File: src/rtl/hazard_pkg.sv
// Shared types and default parameter values for the pipeline hazard unit.
package hazard_pkg;

    localparam int DEF_RW        = 5;
    localparam int DEF_LOAD_LAT  = 1;
    localparam int DEF_FLUSH_CYC = 1;
    localparam int DEF_CNT_W     = 16;

    // Sequence counter is wide enough for the largest legal LOAD_LAT (4).
    localparam int SEQ_W = 3;

    typedef enum logic [1:0] {
        ST_RUN      = 2'd0,
        ST_LD_STALL = 2'd1,
        ST_FLUSH    = 2'd2
    } hazard_state_t;

endpackage

File: src/rtl/hazard_match.sv
// Source-operand comparator: flags when a producing stage writes a register
// that the ID instruction actually reads. Register 0 never creates a hazard.
module hazard_match
    import hazard_pkg::*;
#(
    parameter int RW = DEF_RW
) (
    input  logic          i_wr_en,
    input  logic [RW-1:0] i_rd,
    input  logic          i_uses_rs,
    input  logic          i_uses_rt,
    input  logic [RW-1:0] i_rs,
    input  logic [RW-1:0] i_rt,
    output logic          o_match
);

    logic w_rs_hit;
    logic w_rt_hit;

    assign w_rs_hit = i_uses_rs && (i_rd == i_rs);
    assign w_rt_hit = i_uses_rt && (i_rd == i_rt);
    assign o_match  = i_wr_en && (i_rd != '0) && (w_rs_hit || w_rt_hit);

endmodule

File: src/rtl/pipeline_hazard_unit.sv
// Hazard detection for a 5-stage pipeline: load-use and branch-operand
// stalls, redirect flushes, and a saturating stalled-cycle counter.
module pipeline_hazard_unit
    import hazard_pkg::*;
#(
    parameter int RW        = DEF_RW,
    parameter int LOAD_LAT  = DEF_LOAD_LAT,
    parameter int FLUSH_CYC = DEF_FLUSH_CYC,
    parameter int CNT_W     = DEF_CNT_W
) (
    input  logic             clk,
    input  logic             rst,
    input  logic             pc_src,
    input  logic             jmp,
    input  logic             branch_id,
    input  logic             uses_rs,
    input  logic             uses_rt,
    input  logic [RW-1:0]    rs_id,
    input  logic [RW-1:0]    rt_id,
    input  logic             reg_wr_ex,
    input  logic             mem_rd_ex,
    input  logic [RW-1:0]    rd_ex,
    input  logic             mem_rd_mem,
    input  logic [RW-1:0]    rd_mem,
    input  logic             clr_cnt,
    output logic             pc_write,
    output logic             ir_write,
    output logic             bubble,
    output logic             flush,
    output logic [CNT_W-1:0] stall_cnt
);

    hazard_state_t    r_state;
    hazard_state_t    w_next_state;
    logic [SEQ_W-1:0] r_cnt;
    logic [SEQ_W-1:0] w_next_cnt;
    logic [CNT_W-1:0] r_stall_cnt;
    logic             w_match_ex;
    logic             w_match_ld;
    logic             w_stall;
    logic             w_flush;

    hazard_match #(.RW(RW)) u_match_ex (
        .i_wr_en   (reg_wr_ex || mem_rd_ex),
        .i_rd      (rd_ex),
        .i_uses_rs (uses_rs),
        .i_uses_rt (uses_rt),
        .i_rs      (rs_id),
        .i_rt      (rt_id),
        .o_match   (w_match_ex)
    );

    hazard_match #(.RW(RW)) u_match_ld (
        .i_wr_en   (mem_rd_mem),
        .i_rd      (rd_mem),
        .i_uses_rs (uses_rs),
        .i_uses_rt (uses_rt),
        .i_rs      (rs_id),
        .i_rt      (rt_id),
        .o_match   (w_match_ld)
    );

    always_ff @(posedge clk or negedge rst) begin
        if (!rst) begin
            r_state <= ST_RUN;
            r_cnt   <= '0;
        end else begin
            r_state <= w_next_state;
            r_cnt   <= w_next_cnt;
        end
    end

    // Branch-operand stalls re-evaluate every cycle from RUN; only the
    // load-use and flush sequences occupy a multi-cycle state.
    always_comb begin
        w_next_state = r_state;
        w_next_cnt   = r_cnt;
        w_stall      = 1'b0;
        w_flush      = 1'b0;
        case (r_state)
            ST_RUN: begin
                if (branch_id && (w_match_ex || w_match_ld)) begin
                    w_stall = 1'b1;
                end else if (pc_src || jmp) begin
                    w_flush = 1'b1;
                    if (FLUSH_CYC > 1) begin
                        w_next_state = ST_FLUSH;
                        w_next_cnt   = SEQ_W'(FLUSH_CYC - 1);
                    end
                end else if (mem_rd_ex && w_match_ex) begin
                    w_stall = 1'b1;
                    if (LOAD_LAT > 1) begin
                        w_next_state = ST_LD_STALL;
                        w_next_cnt   = SEQ_W'(LOAD_LAT - 1);
                    end
                end
            end
            ST_LD_STALL: begin
                w_stall    = 1'b1;
                w_next_cnt = r_cnt - SEQ_W'(1);
                if (r_cnt == SEQ_W'(1)) begin
                    w_next_state = ST_RUN;
                end
            end
            ST_FLUSH: begin
                w_flush    = 1'b1;
                w_next_cnt = r_cnt - SEQ_W'(1);
                if (r_cnt == SEQ_W'(1)) begin
                    w_next_state = ST_RUN;
                end
            end
            default: begin
                w_next_state = ST_RUN;
                w_next_cnt   = '0;
            end
        endcase
    end

    // Reset looks like a stall so nothing advances while it is held.
    always_comb begin
        if (!rst) begin
            pc_write = 1'b0;
            ir_write = 1'b0;
            bubble   = 1'b1;
            flush    = 1'b0;
        end else begin
            pc_write = !w_stall;
            ir_write = !w_stall;
            bubble   = w_stall;
            flush    = w_flush;
        end
    end

    always_ff @(posedge clk or negedge rst) begin
        if (!rst) begin
            r_stall_cnt <= '0;
        end else if (clr_cnt) begin
            r_stall_cnt <= '0;
        end else if (!pc_write && (r_stall_cnt != '1)) begin
            r_stall_cnt <= r_stall_cnt + CNT_W'(1);
        end
    end

    assign stall_cnt = r_stall_cnt;

endmodule
File: config.mk
export PLATFORM = sky130hd
export DESIGN_NAME = pipeline_hazard_unit
export DESIGN_NICKNAME = d
export VERILOG_FILES = /design/src/rtl/hazard_pkg.sv /design/src/rtl/hazard_match.sv /design/src/rtl/pipeline_hazard_unit.sv
export SDC_FILE = /design/constraint.sdc
export NUM_CORES = 1
export LEC_CHECK = 0
export BUFFER_PORTS_ARGS = -buffer_cell sky130_fd_sc_hd__buf_2
export CAP_MARGIN = 20
export CORE_MARGIN = 5
export CORE_UTILIZATION = 50
export DETAILED_ROUTE_END_ITERATION = 16
export HOLD_SLACK_MARGIN = 0.03
export PLACE_DENSITY = 0.91
export SYNTH_ARGS = -nofsm -noshare
export SYNTH_HDL_FRONTEND = slang
export SYNTH_SLANG_ARGS = --single-unit
File: constraint.sdc
create_clock -name clk -period 4.2 [get_ports clk]
set_clock_uncertainty 0.15 [all_clocks]
set_input_delay 0.63 -clock clk [delete_from_list [all_inputs] [get_ports clk]]
set_output_delay 0.63 -clock clk [all_outputs]
set_load 0.01 [all_outputs]
# [Word level (Yosys, flattened, before mapping)]
# Index checks and enable logic that the tools add are counted.
[totals] elab_cells=54 regBits=21 input_bits=31
[classes] n_eq_ne=9 bitwise_logic=1 reduce_logical=24 add_sub_neg=2 n_mux=15
[op_table] cell="$mux W16" n=2
[op_table] cell="$eq A5 B5 Y1" n=4
[op_table] cell="$add A16 B1 Y16 const B" n=1
[op_table] cell="$ne A16 B16 Y1 const B" n=1
[op_table] cell="$logic_and A1 B1 Y1" n=11
[op_table] cell="$reduce_bool A5 Y1" n=2
[op_table] cell="$mux W1" n=8
[op_table] cell="$pmux W3 S2" n=1
[op_table] cell="$logic_or A1 B1 Y1" n=5
[op_table] cell="$pmux W1 S2" n=2
[op_table] cell="$pmux W2 S2" n=1
[op_table] cell="$eq A3 B1 Y1 const B" n=1
[op_table] cell="$sub A3 B1 Y3 const B" n=1
[op_table] cell="$eq A2 B1 Y1 const B" n=1
[op_table] cell="$eq A2 B2 Y1 const B" n=1
[op_table] cell="$logic_not A1 Y1" n=2
[op_table] cell="$logic_not A2 Y1" n=1
[op_table] cell="$mux W2" n=1
[op_table] cell="$ne A2 B1 Y1 const B" n=1
[op_table] cell="$reduce_and A2 Y1" n=1
[op_table] cell="$reduce_bool A2 Y1" n=1
[op_table] cell="$reduce_or A2 Y1" n=1
[op_table] cell="$not A1 Y1" n=1

# [Longest topological paths before layout]
# Gate-level depths: netlist of run 1.
[depth] word_depth=15 depth_mapped=8

# [Modules after synthesis]
# A second synthesis of run 1 with hierarchy kept.
[hier_totals] hier_cells=147 hier_area_um2=1353.8
[modules_own_cells] module="pipeline_hazard_unit" cells_per_inst=113 seq_area_each_um2=400.4 area_each_um2=1086.0 instances=1
[modules_own_cells] module="hazard_match" cells_per_inst=17 seq_area_each_um2=0.0 area_each_um2=133.9 instances=2

# [Worst setup path after synthesis of run 1]
# Ideal clock, no wire load.
[synth_path] path_kind="input port to output port" from="input port rd_ex[1]" to="output port pc_write" slack_ns=1.403 cell_stages=7 arrival_ns=2.017 t_required_ns=3.420 n_path_buf=3 path_cell_list="or4_1 -> nor2_1 -> or3_1 -> o221a_4 -> buf_6 -> buf_2 -> buf_4"
[synth_via] elab_chain_cells=11
[synth_rtl] item="start, declared" line="pipeline_hazard_unit.sv:22" text="input logic [RW-1:0] rd_ex,"
[synth_rtl] item="$eq A5 B5 Y1, on equally long branches" line="hazard_match.sv:20, hazard_match.sv:21"
[synth_rtl] item="$logic_and A1 B1 Y1, on equally long branches" line="hazard_match.sv:20, hazard_match.sv:21"
[synth_rtl] item="$logic_or A1 B1 Y1" line="hazard_match.sv:22" text="assign o_match = i_wr_en && (i_rd != '0) && (w_rs_hit || w_rt_hit);"
[synth_rtl] item="$logic_and A1 B1 Y1 (*)" line="hazard_match.sv:22"
[synth_rtl] item="$logic_and A1 B1 Y1" line="pipeline_hazard_unit.sv:90" text="end else if (mem_rd_ex && w_match_ex) begin"
[synth_rtl] item="$mux W1" line="pipeline_hazard_unit.sv:90"
[synth_rtl] item="$mux W1" line="pipeline_hazard_unit.sv:84" text="end else if (pc_src || jmp) begin"
[synth_rtl] item="$mux W1 (*)" line="pipeline_hazard_unit.sv:82" text="if (branch_id && (w_match_ex || w_match_ld)) begin"
[synth_rtl] item="$pmux W1 S2 (*)" line="pipeline_hazard_unit.sv:80" text="case (r_state)"
[synth_rtl] item="$logic_not A1 Y1 (*)"
[synth_rtl] item="$mux W1 (*)"
[synth_rtl] item="end, declared" line="pipeline_hazard_unit.sv:26" text="output logic pc_write,"
# Mark *: on every way between the ends. The rest lies on a longest branch, timed or not.

# [Worst setup path after layout of run 1]
[layout_path] from="input port rd_ex[1]" to="output port bubble"
[layout_via] elab_chain_cells=10
[layout_rtl] item="$eq A5 B5 Y1, on equally long branches" line="hazard_match.sv:20, hazard_match.sv:21"
[layout_rtl] item="$logic_and A1 B1 Y1, on equally long branches" line="hazard_match.sv:20, hazard_match.sv:21"
[layout_rtl] item="$logic_or A1 B1 Y1" line="hazard_match.sv:22"
[layout_rtl] item="$logic_and A1 B1 Y1 (*)" line="hazard_match.sv:22"
[layout_rtl] item="$logic_and A1 B1 Y1" line="pipeline_hazard_unit.sv:90"
[layout_rtl] item="$mux W1" line="pipeline_hazard_unit.sv:90"
[layout_rtl] item="$mux W1" line="pipeline_hazard_unit.sv:84"
[layout_rtl] item="$mux W1 (*)" line="pipeline_hazard_unit.sv:82"
[layout_rtl] item="$pmux W1 S2 (*)" line="pipeline_hazard_unit.sv:80"
[layout_rtl] item="$mux W1 (*)" line="pipeline_hazard_unit.sv:121" text="if (!rst) begin"
[layout_rtl] item="end, declared" line="pipeline_hazard_unit.sv:28" text="output logic bubble,"
# Marked as above.

==> summary.log, run 1 <==
[power_and_ir_drop] sequential power share 48.3%
[power_and_ir_drop] clock network power share 30.8%
[timing] post-route fraction of the period consumed by the critical path 69.7%
[detailed_routing] Initial DRC Count 34
[logic_synthesis] count of flip-flops with a built-in enable after synthesis 0
[setup_path] max incr delay on CP 0.51 ns
[floorplanning] site row count 18
[power_and_ir_drop] Internal 0.000238 W
[logic_synthesis] cell taking the most area after synthesis dfrtp_1
[logic_synthesis] number of synthesized register bits 16
[detailed_routing] Routed WL 3.14 mm
[timing] worst hold slack after final layout 0.103 ns
[detailed_routing] final routed DRC violation total 0
[setup_path] required time at the endpoint of the critical path 3.42 ns
[cells_and_area] number of flip-flops under the largest register name 16
[timing] post-route setup TNS 0 ns
[detailed_routing] residual antenna-violating net count after detailed routing 0
[logic_synthesis] area share of the largest cell type after synthesis 32.1%
[grt] global-route usage over all layers 18.7%
[logic_synthesis] cells taking the most area after synthesis dfrtp_1 (32%), xor2_1 (11%), a21oi_1 (4.8%), or3_1 (4.5%), o21ai_0 (3.6%)
[cells_and_area] fraction of layout instances using a drive strength above 1 31.3%
[timing] Max-slew headroom 70.4%
[timing] Pins Over Slew Limit 0
[cts] clock tree from TritonCTS yes
[logic_synthesis] post-synthesis async set-or-reset flop share 100%
[setup_path] WS Path Type in -> out
[detailed_routing] post-detailed-route wirelength per cell 14.1 um
[grt] sum of overflow across all layers after global routing 0
[setup_path] start point of the critical path rd_ex[1]
[timing] Final setup viols 0
[floorplanning] total die area 0.00360 mm2
[power_and_ir_drop] VDD IR max 0.137 mV
[cts] number of CTS-inserted buffers 3
[cells_and_area] count of antenna diodes in the layout 0
[logic_synthesis] count of warnings emitted by yosys 0
[logic_synthesis] Unique masters post-synth 38
[cts] clock-pin transition on the worst setup and hold timing paths 0.10 ns
[cts] Clock Latency Late Sink 0.29 ns
[place] HPWL after DPL 2.54 mm
[timing] final critical path time including I/O delays and setup 2.93 ns
[setup_path] r2r startpoint stall_cnt[3]$_DFFE_PN0P_
[grt] initial antenna violation count 0
[logic_synthesis] most used flip-flop cell after synthesis dfrtp_1
[run] maximum capacitance violations 0
[detailed_routing] number of iterations in the first detailed-routing pass 4
[grt] global-route wire length before repair 5.18 mm
[setup_path] Crit path top cell by count buf_2
[logic_synthesis] net count of the mapped netlist 176
[cts] clock root buffer clkbuf_4
[cells_and_area] Post-Layout Inst Area 0.00153 mm2
[setup_path] largest fanout on the critical path 25
[cts] number of sinks handled by clock tree synthesis 16
[place] number of buffers added on ports 50
[setup_path] data arrival at the endpoint of the critical path 2.15 ns
[floorplanning] Die W 60.0 um
[power_and_ir_drop] power share of the combinational group 20.9%
[cts] Post-CTS Hold Buffers 0
[cts] number of buffers inserted to repair setup after CTS 0
[place] placed instance area 0.00149 mm2
[logic_synthesis] number of standard cells after synthesis 144
[place] Final GP Congestion 0.863
[logic_synthesis] mean area per synthesized cell 8.67 um2
[setup_path] kind of capture point of the worst setup path output pin
[cts] number of H-tree levels 1
[run_status] outcome completed
[timing] f_max 342 MHz
[logic_synthesis] list of most frequent post-synthesis cells dfrtp_1 (16), xor2_1 (16), a21oi_1 (12)
[timing] setup repair after global routing missed its margin false
[timing] Final Hold Violating Endpoints 0
[detailed_routing] via count 1290
[setup_path] critical-path cell with the highest stage delay or4_1
[grt] number of global-route vias before repair 1259
[power_and_ir_drop] leak pwr 0.697 nW
[logic_synthesis] Cell Area, Synth 0.00125 mm2
[logic_synthesis] sequential share of the synthesized area 32.1%
[cells_and_area] total number of nets in the final design 225
[setup_path] startpoint class of the critical path primary input
[cts] CTS resizes 0
[power_and_ir_drop] Sw Share 27.4%
[detailed_routing] via density per instance 5.81
[floorplanning] num ports 51
[power_and_ir_drop] areal power density over the cells 215 mW/mm2
[cts] Max Buffers Root-to-Sink 2
[cells_and_area] area growth from synthesis to final layout 22.2%
[grt] maximum number of pins on one net before global-route repair 26
[power_and_ir_drop] Switch Pwr 0.0000898 W
[timing] Slew @ Worst Pin 0.441 ns
[worst_hold_path] class of the most critical hold timing path in -> async
[floorplanning] Core Area 0.00243 mm2
[setup_path] CP Cell Sequence buf_2 > or4_1 > nor2_1 > or3_1 > o221a_4 > inv_2 > buf_2
[floorplanning] effective utilization at floorplan 51.3%
[floorplanning] Die Span Y 60.0 um
## worst paths after layout
path / endpoint / slack [ns] / cells after the start
setup reg to reg: stall_cnt[13]$_DFFE_PN0P_ / 2.00 / 6
min in group clk: stall_cnt[14]$_DFFE_PN0P_ / 0.43 / 1
hold reg to reg: stall_cnt[14]$_DFFE_PN0P_ / 0.43 / 1
setup / recovery: bubble / 1.27 / 7
max in group asynchronous: stall_cnt[4]$_DFFE_PN0P_ / 3.52 / 1
hold / removal: stall_cnt[5]$_DFFE_PN0P_ / 0.10 / 1
## critical path, delay by kind of cell
kind | cells | cell delay, ns
buffers and inverters | 3 | 0.39
AND/OR/NAND/NOR | 3 | 0.80
AO/OA/AOI/OAI | 1 | 0.33
## final cells by class
class / count / area (um2)
clock buffers: 4 / 36.3
flip-flops and latches: 16 / 400
repair buffers: 50 / 250
inverters: 2 / 7.51
well taps: 30 / 37.5
multi-input cells: 120 / 795
fillers: 231 / 906
## stage by stage
step           utilization (%)  total power [W]  cells  setup WS [ns]
5_1_grt                   62.8         0.000346    222           1.17
3_3_place_gp              61.3         0.000228    218           1.32
3_5_place_dp              61.3         0.000230    218           1.28
2_1_floorplan                -         0.000199    144           1.40
4_1_cts                   62.8         0.000330    222           1.28
6_report                  62.8         0.000328    222           1.27
## cells in the final DEF (no fill, tap or decap), drive strengths merged
cell and n:
o31ai 1, o221a 1, and4b 1, and2 2, a41oi 1, clkbuf 4
o311a 1, nand2 8, inv 1, or2 2, or4 2, and3 2
a32oi 2, mux2 4, o21a 1, nor4b 2, nor2b 4, dfrtp 16
or3 9, nand4 6, nor4 7, o21ai 9, nor3 6, and4 2
a21oi 12, xor2 16, nand3 5, buf 50, ha 1, clkinv 1
nor2 9, xnor2 4
## layer usage
metal	global-route usage (%)	up-vias	wire length, um
li1	-	637	-
met4	7.59	0	72
met5	0	-	0
met2	34.3	52	1600
met3	3.24	9	223
met1	21.1	592	1240
## power groups by stage
| stage | combinational, W | sequential [W] | clock [W] |
|---|---|---|---|
| after CTS | 0.0000691 | 0.000158 | 0.000103 |
| after floorplan | 0.0000368 | 0.000162 | 0 |
| final | 0.0000684 | 0.000158 | 0.000101 |
| after detailed placement | 0.0000690 | 0.000161 | 0 |
| after global routing | 0.0000771 | 0.000159 | 0.000111 |
| after global placement | 0.0000672 | 0.000161 | 0 |
## cell families after synthesis
kind of cell             Yosys count  share of synthesized area [%]
adder cells (fa/ha/maj)            1                           1.00
AO/OA/AOI/OAI                     28                           14.1
multiplexers                       4                           3.61
buffers and inverters              8                           4.31
XOR/XNOR                          20                           14.0
AND/OR/NAND/NOR                   67                           30.9
flip-flops                        16                           32.1
No activity file was read; power rests on OpenSTA's default activity.
==> run 2, diff against run 1 <==
CORE_UTILIZATION = 48   (was 50)
PLACE_DENSITY = 0.89   (was 0.91)
clock period = 2.8 ns   (was 4.2 ns; I/O delays follow)
==> summary.log, run 2 (same netlist as run 1, synthesis figures left out) <==
[grt] number of global-route vias before repair 1236 [-1.8%]
[cells_and_area] area growth from synthesis to final layout 23.6%
[detailed_routing] final routed DRC violation total 0 [unchanged]
[detailed_routing] residual antenna-violating net count after detailed routing 0 [unchanged]
[power_and_ir_drop] sequential power share 47.1% [-1.2 points]
[timing] Slew @ Worst Pin 0.452 ns [+0.0104 ns]
[setup_path] r2r startpoint stall_cnt[2]$_DFFE_PN0P_
[detailed_routing] post-detailed-route wirelength per cell 14.3 um [+0.97%]
[floorplanning] Die Span Y 61.0 um [+1.7%]
[floorplanning] total die area 0.00372 mm2 [+3.5%]
[timing] Max-slew headroom 69.7% [-0.70 points]
[power_and_ir_drop] Sw Share 28.7% [+1.4 points]
[grt] sum of overflow across all layers after global routing 0 [unchanged]
[cells_and_area] most common cell after layout, fill and taps aside buf_2
[cells_and_area] fraction of layout instances using a drive strength above 1 31.4% [+0.19 points]
[floorplanning] Core Area 0.00248 mm2 [+1.9%]
[grt] initial antenna violation count 0 [unchanged]
[detailed_routing] Metal-1 WL 1.28 mm [+2.8%]
[worst_hold_path] beginning of the worst hold path clr_cnt
[setup_path] required time at the endpoint of the critical path 2.23 ns [-1.19 ns]
[timing] Final setup viols 0 [unchanged]
[cts] clock tree from TritonCTS yes
[floorplanning] effective utilization at floorplan 50.4% [-0.93 points]
[cts] Max Buffers Root-to-Sink 2 [unchanged]
[timing] final critical-path setup slack 0.298 ns [-0.974 ns]
[detailed_routing] highest routed metal layer met4
[worst_hold_path] class of the most critical hold timing path in -> reg
[detailed_routing] via count 1308 [+1.4%]
[floorplanning] Die W 61.0 um [+1.7%]
[timing] Pins Over Slew Limit 0 [unchanged]
[setup_path] WS Path Type in -> out
[timing] Final Hold Violating Endpoints 0 [unchanged]
[timing] post-route fraction of the period consumed by the critical path 89.4%
[detailed_routing] met3 layer wire length in the routed design 256 um [+15%]
[grt] global-route usage over all layers 18.1% [-0.60 points]
[cts] clock root buffer clkbuf_4
[place] Final GP Congestion 0.839 [-2.8%]
[cells_and_area] count of antenna diodes in the layout 0 [unchanged]
[cts] CTS resizes 0 [unchanged]
[power_and_ir_drop] areal power density over the cells 327 mW/mm2 [+52%]
[place] number of buffers added on ports 50 [unchanged]
[place] HPWL after DPL 2.56 mm [+1.1%]
[detailed_routing] met2 WL post-DR 1.61 mm [+0.38%]
[timing] post-route setup TNS 0 ns [unchanged]
[power_and_ir_drop] power share of the combinational group 20.8% [about the same]
[grt] global-route wire length before repair 5.15 mm [-0.52%]
[cells_and_area] total number of nets in the final design 227 [+0.89%]
[setup_path] largest fanout on the critical path 25 [unchanged]
[cells_and_area] highest-count cells in the layout ignoring fill and taps buf_2 (50), xor2_1 (16), dfrtp_1 (16), a21oi_1 (12)
[setup_path] kind of capture point of the worst setup path output pin
[detailed_routing] Routed WL 3.20 mm [+1.9%]
[timing] f_max 400 MHz
[place] DP Worst Slack 0.150 ns [-1.13 ns]
[run_status] outcome completed
[run] maximum capacitance violations 0 [unchanged]
[power_and_ir_drop] Switch Pwr 0.000145 W [+61%]
[cts] Clock Latency Late Sink 0.30 ns [about the same]
[detailed_routing] number of iterations in the first detailed-routing pass 4 [unchanged]
[power_and_ir_drop] Internal 0.000359 W [+51%]
[setup_path] start point of the critical path rd_ex[1]
[cells_and_area] count of filler cells inserted in the layout 227 [-1.7%]
[detailed_routing] via density per instance 5.84 [+0.49%]
[cts] number of CTS-inserted buffers 3 [unchanged]
[cells_and_area] number of flip-flops under the largest register name 16 [unchanged]
[power_and_ir_drop] leak pwr 0.706 nW [+1.3%]
[timing] final critical path time including I/O delays and setup 2.50 ns
[power_and_ir_drop] VDD IR max 0.193 mV [+41%]
[detailed_routing] Initial DRC Count 72 [+110%]
[power_and_ir_drop] clock network power share 32.2% [+1.4 points]
[setup_path] data arrival at the endpoint of the critical path 1.93 ns [-0.22 ns]
[cts] clock-pin transition on the worst setup and hold timing paths 0.10 ns [about the same]
[timing] setup repair after global routing missed its margin false
[cts] number of sinks handled by clock tree synthesis 16 [unchanged]
[cts] number of H-tree levels 1 [unchanged]
[floorplanning] site row count 18 [unchanged]
[setup_path] startpoint class of the critical path primary input
[floorplanning] num ports 51 [unchanged]
[grt] maximum number of pins on one net before global-route repair 26 [unchanged]
==> run 2: what timing repair did <==
item / CTS / global route
buffers inserted: 0 / 0
setup endpoints to repair: 0 / 0
hold buffers: 1 / 0
endpoints found under the hold margin: 16 / 0
==> run 2: per-stage QoR <==
stage / util (%) / cell area [um2] / total power [W] / instances / hold WS, ns
floorplan: - / 1250 / 0.000298 / 144 / -0.0256
global placement: 60.5 / 1500 / 0.000344 / 219 / 0.285
detailed placement: 60.5 / 1500 / 0.000346 / 219 / 0.287
CTS: 62.3 / 1540 / 0.000505 / 224 / 0.363
global route: 62.3 / 1540 / 0.000524 / 224 / 0.381
finish: 62.3 / 1540 / 0.000504 / 224 / 0.362
==> run 2: power groups by stage <==
stage | logic [W] | clock network (W) | registers (W)
floorplan | 0.0000553 | 0 | 0.000242
global placement | 0.000102 | 0 | 0.000242
detailed placement | 0.000104 | 0 | 0.000242
CTS | 0.000106 | 0.000162 | 0.000237
global route | 0.000116 | 0.000170 | 0.000238
finish | 0.000105 | 0.000162 | 0.000237
==> run 2: worst paths after layout <==
kind | end | slack [ns] | cells after the start
worst min register to register | stall_cnt[14]$_DFFE_PN0P_ | 0.43 | 1
max in group asynchronous | stall_cnt[0]$_DFFE_PN0P_ | 1.81 | 3
worst max register to register | stall_cnt[13]$_DFFE_PN0P_ | 0.54 | 6
worst max-delay path | bubble | 0.30 | 7
worst min-delay path | stall_cnt[4]$_DFFE_PN0P_ | 0.36 | 2
min in group asynchronous | stall_cnt[2]$_DFFE_PN0P_ | 0.51 | 3
==> run 2: layer usage <==
metal / up-vias / GRT usage, %
li1: 638 / -
met1: 605 / 20.8
met2: 58 / 33.3
met3: 7 / 2.77
met4: 0 / 7.12
met5: - / 0
==> run 2: critical path, cell delays in order <==
cell and delay (ns):
buf_2 0.12, or4_1 0.52, nor2_1 0.14, or3_1 0.14
o221a_4 0.33, inv_2 0.10, buf_2 0.15
==> run 2: cell type report <==
type                            count  area (um2)  share of cell area, %
Inverter                            2        7.51                  0.486
Tap cell                           30        37.5                   2.43
Clock buffer                        4        36.3                   2.35
Sequential cell                    16         400                   25.9
Timing Repair Buffer               52         268                   17.3
Multi-Input combinational cell    120         795                   51.5
==> run 3, diff against run 2 <==
CORE_ASPECT_RATIO = 0.5   (was not set)
REMOVE_ABC_BUFFERS = 1   (was not set)
TNS_END_PERCENT = 20   (was not set)
==> summary.log, run 3 (same netlist as run 1, synthesis figures left out) <==
[timing] Final Hold Violating Endpoints 0 [unchanged]
[worst_hold_path] class of the most critical hold timing path in -> reg
[power_and_ir_drop] areal power density over the cells 330 mW/mm2 [+1.0%]
[setup_path] start point of the critical path rd_ex[1]
[grt] maximum number of pins on one net before global-route repair 26 [unchanged]
[cts] number of buffers inserted to repair setup after CTS 0 [unchanged]
[detailed_routing] via density per instance 5.70 [-2.4%]
[cts] clock-pin transition on the worst setup and hold timing paths 0.06 ns [-0.04 ns]
[place] DP Worst Slack 0.205 ns [+0.0547 ns]
[run] maximum capacitance violations 0 [unchanged]
[timing] post-route setup TNS 0 ns [unchanged]
[floorplanning] effective utilization at floorplan 49.2% [-1.2 points]
[timing] Max-slew headroom 69.8% [+0.18 points]
[cts] Clock Latency Late Sink 0.25 ns [-0.05 ns]
[detailed_routing] post-detailed-route wirelength per cell 14.7 um [+3.1%]
[setup_path] endpoint of the worst register-to-register path stall_cnt[13]$_DFFE_PN0P_
[place] HPWL after DPL 2.57 mm [+0.11%]
[cts] CTS resizes 0 [unchanged]
[timing] setup repair after global routing missed its margin false
[setup_path] data arrival at the endpoint of the critical path 1.98 ns [+0.05 ns]
[cells_and_area] most common cell after layout, fill and taps aside buf_2
[power_and_ir_drop] leak pwr 0.706 nW [about the same]
[cts] Max Buffers Root-to-Sink 2 [unchanged]
[grt] global-route wire length before repair 5.25 mm [+1.9%]
[setup_path] worst-case reg-to-reg path depth 6 [unchanged]
[grt] global-route usage over all layers 18.3% [+0.18 points]
[cells_and_area] highest-count cells in the layout ignoring fill and taps buf_2 (50), xor2_1 (16), dfrtp_1 (16), a21oi_1 (12)
[setup_path] largest fanout on the critical path 25 [unchanged]
[setup_path] r2r startpoint stall_cnt[2]$_DFFE_PN0P_
[cells_and_area] area growth from synthesis to final layout 24.7%
[detailed_routing] number of iterations in the first detailed-routing pass 4 [unchanged]
[floorplanning] Core Area 0.00254 mm2 [+2.4%]
[timing] final critical-path setup slack 0.249 ns [-0.0490 ns]
[floorplanning] total die area 0.00378 mm2 [+1.7%]
[run_status] outcome completed
[setup_path] WS Path Type in -> out
[timing] f_max 392 MHz [-1.9%]
[cts] clock tree from TritonCTS yes
[cts] number of CTS-inserted buffers 3 [unchanged]
[cells_and_area] Post-Layout Inst Area 0.00156 mm2 [+0.89%]
[detailed_routing] Routed WL 3.38 mm [+5.9%]
[setup_path] register-to-register path setup slack 0.60 ns [+0.06 ns]
[cts] clock root buffer clkbuf_8
[grt] number of global-route vias before repair 1205 [-2.5%]
[timing] Slew @ Worst Pin 0.449 ns [-0.00273 ns]
[grt] sum of overflow across all layers after global routing 0 [unchanged]
[timing] Pins Over Slew Limit 0 [unchanged]
[setup_path] Worst Setup EP bubble
[setup_path] startpoint class of the critical path primary input
[place] number of buffers added on ports 50 [unchanged]
[cells_and_area] total number of nets in the final design 227 [unchanged]
[detailed_routing] via count 1311 [+0.23%]
[detailed_routing] final routed DRC violation total 0 [unchanged]
[power_and_ir_drop] total power 0.000514 W [+2.0%]
[timing] Final setup viols 0 [unchanged]
[setup_path] required time at the endpoint of the critical path 2.23 ns [about the same]
[cells_and_area] count of antenna diodes in the layout 0 [unchanged]
[cts] number of H-tree levels 1 [unchanged]
[cells_and_area] fraction of layout instances using a drive strength above 1 31.1% [-0.36 points]
[cts] Post-CTS Hold Buffers 1 [unchanged]
[cells_and_area] number of flip-flops under the largest register name 16 [unchanged]
[cts] number of sinks handled by clock tree synthesis 16 [unchanged]
[detailed_routing] Initial DRC Count 86 [+19%]
[timing] post-route fraction of the period consumed by the critical path 91.1% [+1.8 points]
[detailed_routing] residual antenna-violating net count after detailed routing 0 [unchanged]
[floorplanning] Die W 82.1 um [+35%]
[place] Final GP Congestion 0.822 [-2.0%]
[floorplanning] num ports 51 [unchanged]
[power_and_ir_drop] VDD IR max 0.212 mV [+9.6%]
[floorplanning] Die Span Y 46.1 um [-24%]
[timing] final critical path time including I/O delays and setup 2.55 ns [+0.0490 ns]
[grt] initial antenna violation count 0 [unchanged]
[place] placed instance area 0.00151 mm2 [+0.58%]
[floorplanning] site row count 13 [-5]
[setup_path] kind of capture point of the worst setup path output pin
run 3: worst min path at each step:
stage          startpoint                        end  depth (start not counted)
2_1_floorplan         rst   stall_cnt[0]$_DFFE_PN0P_                          0
3_3_place_gp          rst  stall_cnt[12]$_DFFE_PN0P_                          2
3_5_place_dp          rst  stall_cnt[12]$_DFFE_PN0P_                          2
4_1_cts           clr_cnt  stall_cnt[12]$_DFFE_PN0P_                          2
5_1_grt           clr_cnt   stall_cnt[1]$_DFFE_PN0P_                          2
6_report          clr_cnt  stall_cnt[12]$_DFFE_PN0P_                          2
run 3: final cells by class:
cell class | instances | area (um2)
flip-flops and latches | 16 | 400
well taps | 37 | 46.3
repair buffers | 52 | 268
inverters | 2 | 7.51
fillers | 215 | 980
clock buffers | 3 | 41.3
multi-input cells | 120 | 795
run 3: critical path: stages:
cell	delay, ns
buf_2	0.12
or4_1	0.52
nor2_1	0.16
or3_1	0.15
o221a_4	0.34
inv_2	0.11
buf_2	0.16
run 3: per-stage QoR:
stage	util [%]	std cells	hold slack, ns
after floorplan	-	138	-0.0256
after global placement	59.4	226	0.276
after detailed placement	59.4	226	0.279
after CTS	61.4	230	0.421
after global routing	61.4	230	0.449
final	61.4	230	0.419
run 3: power by group:
part | switching, W | internal, W
registers | 0.00000353 | 0.000234
logic | 0.0000601 | 0.0000466
clock network | 0.0000747 | 0.0000954
run 3: layer usage:
metal / global-route usage [%] / up-vias / part of all wire (%)
met2: 37.2 / 36 / 54
met3: 3.32 / 6 / 5.0
li1: - / 633 / -
met5: 0 / - / 0
met1: 19.5 / 636 / 40
met4: 5.63 / 0 / 1.2
